==> config.mk <==
export PLATFORM = sky130hd
export DESIGN_NAME = mealy_serial_tx
export DESIGN_NICKNAME = d
export VERILOG_FILES = /design/src/rtl/mealy_serial_tx.sv
export SDC_FILE = /design/constraint.sdc
export NUM_CORES = 1
export LEC_CHECK = 0
export ABC_AREA = 1
export CAP_MARGIN = 20
export CORE_MARGIN = 2
export CORE_UTILIZATION = 50
export DETAILED_ROUTE_END_ITERATION = 6
export PLACE_DENSITY = 0.74
export SYNTH_ARGS = -nofsm -noshare
export SYNTH_HDL_FRONTEND = slang
export SYNTH_SLANG_ARGS = --single-unit
==> constraint.sdc <==
create_clock -name C -period 1.75 [get_ports C]
set_clock_uncertainty 0.05 [all_clocks]
set_input_delay 0.35 -clock C [delete_from_list [all_inputs] [get_ports C]]
set_output_delay 0.35 -clock C [all_outputs]
set_load 0.02 [all_outputs]
==> src/rtl/mealy_serial_tx.sv <==
// Strobe/data serial transmitter: each bit goes out as a MARK cycle
// followed by a DATA cycle, LSB first, with optional idle gap per word.
module mealy_serial_tx #(
  parameter int WIDTH = 8,
  parameter int GAP   = 0
) (
  input  logic             C,
  input  logic             aR,
  input  logic [WIDTH-1:0] Din,
  input  logic             Valid,
  output logic             Ready,
  output logic             S,
  output logic             D,
  output logic             Busy,
  output logic [1:0]       StateQ
);

  localparam int CW = (WIDTH > 1) ? $clog2(WIDTH) : 1;
  localparam logic [CW-1:0] LAST = CW'(WIDTH - 1);
  localparam logic [7:0] GLOAD = 8'((GAP > 0) ? GAP - 1 : 0);

  typedef enum logic [1:0] {
    IDLE = 2'd0,
    MARK = 2'd1,
    DATA = 2'd2,
    GAPS = 2'd3
  } state_t;

  state_t          state;
  logic [WIDTH-1:0] shift;
  logic [CW-1:0]   bitCnt;
  logic [7:0]      gapCnt;

  always_ff @(posedge C or negedge aR) begin
    if (!aR) begin
      state  <= IDLE;
      shift  <= '0;
      bitCnt <= '0;
      gapCnt <= '0;
    end else begin
      unique case (state)
        IDLE: begin
          if (Valid) begin
            shift  <= Din;
            bitCnt <= '0;
            state  <= MARK;
          end
        end
        MARK: state <= DATA;
        DATA: begin
          if (bitCnt < LAST) begin
            shift  <= shift >> 1;
            bitCnt <= bitCnt + 1'b1;
            state  <= MARK;
          end else if (GAP > 0) begin
            gapCnt <= GLOAD;
            state  <= GAPS;
          end else begin
            state <= IDLE;
          end
        end
        GAPS: begin
          if (gapCnt == 8'd0) begin
            state <= IDLE;
          end else begin
            gapCnt <= gapCnt - 8'd1;
          end
        end
      endcase
    end
  end

  // Outputs are pure decodes of registered state: no input-to-output path.
  assign S      = (state == MARK);
  assign D      = (state == DATA) & shift[0];
  assign Ready  = (state == IDLE);
  assign Busy   = ~Ready;
  assign StateQ = state;

endmodule

==> impl_metrics.py <==
metrics = {
    "critical_path": {
        "critPathCaptureType": "primary output",
        "cp.required_ns": 1.35,
        "cp.arrival_ns": 1.27,
        "crit_slowest_cell": "dfrtp_2",
        "cp_num_buf_inv": 2,
        "critPathMaxStageDelay_ns": 0.47,
        "worstPathCellList": "nor2_4, inv_1, dlygate4sd2_1",
        "crit_family": "flip-flops",
        "critical_path_class": "flip-flop to primary output",
        "startpoint_type": "flip-flop",
        "worstPathMaxFanout": 5,
    },
    "clock_tree": {
        "root_buffer": "clkbuf_4",
        "postCtsSetupBuffers": 0,
        "numClockSinks": 21,
        "clk_path_buf_depth": 2,
        "h-tree-depth": 1,
        "cts_tree": "yes",
        "clk_latency_ns": 0.29,
        "cts_buffers": 3,
        "cts.clk_slew.worst_paths_ns": 0.11,
    },
    "pwr": {
        "p_int_mw": 1.025,
        "switchingPower_mw": 0.7560,
        "p_comb_frac": 0.469,
        "ir_drop_uv": 787.1,
        "totalPowerFinal_mw": 1.781,
        "p_clk_frac": 0.126,
        "p_seq_frac": 0.405,
        "p_leak_nw": 0.7112,
        "sw_frac_of_total": 0.4244,
        "power_density_mw_per_mm2": 1285,
    },
    "synth": {
        "synth_compound_area_frac": 0.1073,
        "syn_area_per_cell_um2": 7.955,
        "synthMuxAreaShare": 0,
        "ys_types": 25,
        "ys.warnings.count": 0,
        "synth_xor_area_frac": 0.01488,
        "synth_top_family_by_area": "simple AND/OR/NAND/NOR gates",
        "synth-simple-area-share": 0.3071,
        "syn_nets": 161,
        "synthAdderAreaFrac": 0.02125,
        "syn_inst": 148,
        "ys_seq_area_frac": 0.4463,
        "syn-cell-area_mm2": 0.001177,
        "ys_ff_latch": 21,
    },
    "placement": {
        "place_ws_ns": 0.03043,
        "hpwlAfterDp_um": 1660,
        "placed_cells": 193,
        "place.gp.congestion": 0.7805,
        "numPortBuffers": 16,
    },
    "floorplan": {
        "die-height_um": 52.53,
        "fp.coreArea_mm2": 0.002212,
        "num_rows": 17,
        "io_pins": 17,
        "start_util": 0.5322,
        "die_w_um": 52.53,
        "dieArea_mm2": 0.002759,
    },
    "route": {
        "drt_pass1_iterations": 4,
        "viasPerCell": 4.990,
        "wl_met1_um": 1014,
        "routed.top_layer": "met4",
        "ant_nets": 0,
        "drt_wl_total_um": 2220,
        "drt-initial-drc-count": 9,
        "met3_length_um": 67,
        "wl_met2_um": 1113,
        "via_count": 983,
        "drc": 0,
        "wl_per_cell_um": 11.27,
    },
    "min_path": {
        "hp-class": "primary input to async pin",
    },
    "sta": {
        "timing.slew.headroom": 0.7641,
        "slew_violations": 0,
        "worstMarginPinSlew_ns": 0.3538,
        "finalHoldViolations": 0,
        "fin_setup_tns_ns": 0,
        "rsz0062_at_grt": "no",
        "setup_slack_ns": 0.07690,
        "fin_crit_ns": 1.673,
        "period_share": 0.9561,
        "fmax_ghz": 0.5977,
        "whs_ns": 0.3331,
        "setup_viol": 0,
    },
    "finish": {
        "num_antenna_cells": 0,
        "syn_to_final_growth_pct": 17.75,
        "final_cells": 197,
        "fillers": 206,
        "drive_above_1_share": 0.1243,
        "final_nets": 183,
    },
    "grt": {
        "grt_remaining_overflow": 0,
        "track_usage": 0.1882,
        "antenna_found_initial": 0,
        "grt_pass1_wl_um": 3822,
        "grt_pass1_vias": 905,
        "grt_max_degree": 22,
    },
    "run_status": {
        "status": "completed",
    },
    "job": {
        "max_cap_viol_count": 0,
    },
}
worst reg2reg max path, delay by kind of cell (launching register included):
kind / cells / cell delay, ns
AND/OR/NAND/NOR: 3 / 0.50
AO/OA/AOI/OAI: 1 / 0.13
adder cells (fa/ha/maj): 1 / 0.19
flip-flops: 1 / 0.39
buffers and inverters: 2 / 0.19
cell usage in the layout, fill, tap and decap left out:
cell type,n
a21oi_1,1
nor2_4,1
nand2_4,1
nor3_1,1
or2_2,1
clkbuf_1,1
clkbuf_4,3
dfrtp_1,19
nand2_2,1
nand4_1,2
o21ai_1,2
nand2_8,1
o21ai_0,10
buf_2,1
ha_1,2
xor2_1,2
nand3_1,5
nor2_1,10
dfrtp_2,2
clkdlybuf4s50_1,10
o211ai_1,7
nand2_1,51
buf_4,4
inv_2,2
inv_1,20
nor2_8,1
dlygate4sd2_1,5
nand3_2,2
a21oi_2,1
metal layers:
metal,vias to the layer above,GRT usage
li1,509,-
met1,459,0.2237
met2,13,0.3375
met3,2,0.02571
met4,0,0.07692
met5,-,0
registers in the layout, summed over array words and instances, names as in the netlist:
signal and flops:
StateQ 2, bitCnt 3, gapCnt 8, shift 8
stage by stage:
step,cell area (um2),util
after floorplan,1177,-
after global placement,1364,0.6165
after detailed placement,1364,0.6165
after CTS,1386,0.6267
after global routing,1386,0.6267
final,1386,0.6267
cells by family (layout without fill, tap and decap cells):
group,after synthesis,count (layout)
buf+inv,25,46
fa+ha+maj,2,2
flops,21,21
simple gates,77,77
xor+xnor,2,2
compound gates,21,21
cells in the mapped netlist:
cell | count | area [um2]
nand2_4 | 1 | 11.26
nor2_8 | 1 | 20.02
nor2_1 | 10 | 37.54
dfrtp_1 | 21 | 525.5
nand2_2 | 1 | 6.260
nand2_8 | 1 | 20.02
nand2_1 | 51 | 191.4
a21oi_2 | 1 | 8.760
o21ai_0 | 10 | 50.05
nand3_1 | 5 | 25.02
nor3_1 | 1 | 5.000
buf_4 | 1 | 7.510
ha_1 | 2 | 25.02
o211ai_1 | 7 | 52.55
buf_6 | 1 | 11.26
or2_2 | 1 | 6.260
inv_1 | 20 | 75.07
nand4_1 | 2 | 12.51
a21oi_1 | 1 | 5.000
nor2_2 | 1 | 6.260
o21ai_1 | 2 | 10.01
xor2_1 | 2 | 17.52
inv_2 | 2 | 7.510
buf_12 | 1 | 20.02
nand3_2 | 2 | 20.02
power groups by stage:
stage | sequential, mW | combinational (mW) | clock (mW)
after detailed placement | 0.720 | 0.889 | 0
after CTS | 0.710 | 0.845 | 0.238
final | 0.721 | 0.835 | 0.225
after global placement | 0.711 | 0.858 | 0
after floorplan | 0.721 | 0.659 | 0
after global routing | 0.738 | 0.935 | 0.250
final cells by class:
type / instances / area (um2) / share of cell area
clock buffers: 4 / 26.28 / 0.01895
flip-flops and latches: 21 / 528.0 / 0.3809
repair buffers: 20 / 178.9 / 0.1291
well taps: 28 / 35.03 / 0.02527
multi-input cells: 102 / 535.5 / 0.3863
inverters: 22 / 82.58 / 0.05957
path summary, 6_finish.rpt:
check / start / endpoint / slack [ns] / cells past startpoint
setup / recovery: StateQ[1] / Busy / 0.08 / 3
hold / removal: aR / gapCnt[6] / 0.33 / 2
max in group asynchronous: aR / StateQ[1] / 1.09 / 2
setup reg to reg: gapCnt[0] / StateQ[1] / 0.20 / 7
hold reg to reg: gapCnt[0] / gapCnt[0] / 0.43 / 2
min in group C: gapCnt[0] / gapCnt[0] / 0.43 / 2
timing repair:
item	CTS	global route
resized for setup	10	3
hold buffers	0	0
endpoints found under the setup margin	6	3
No activity file was read; power rests on OpenSTA's default activity.
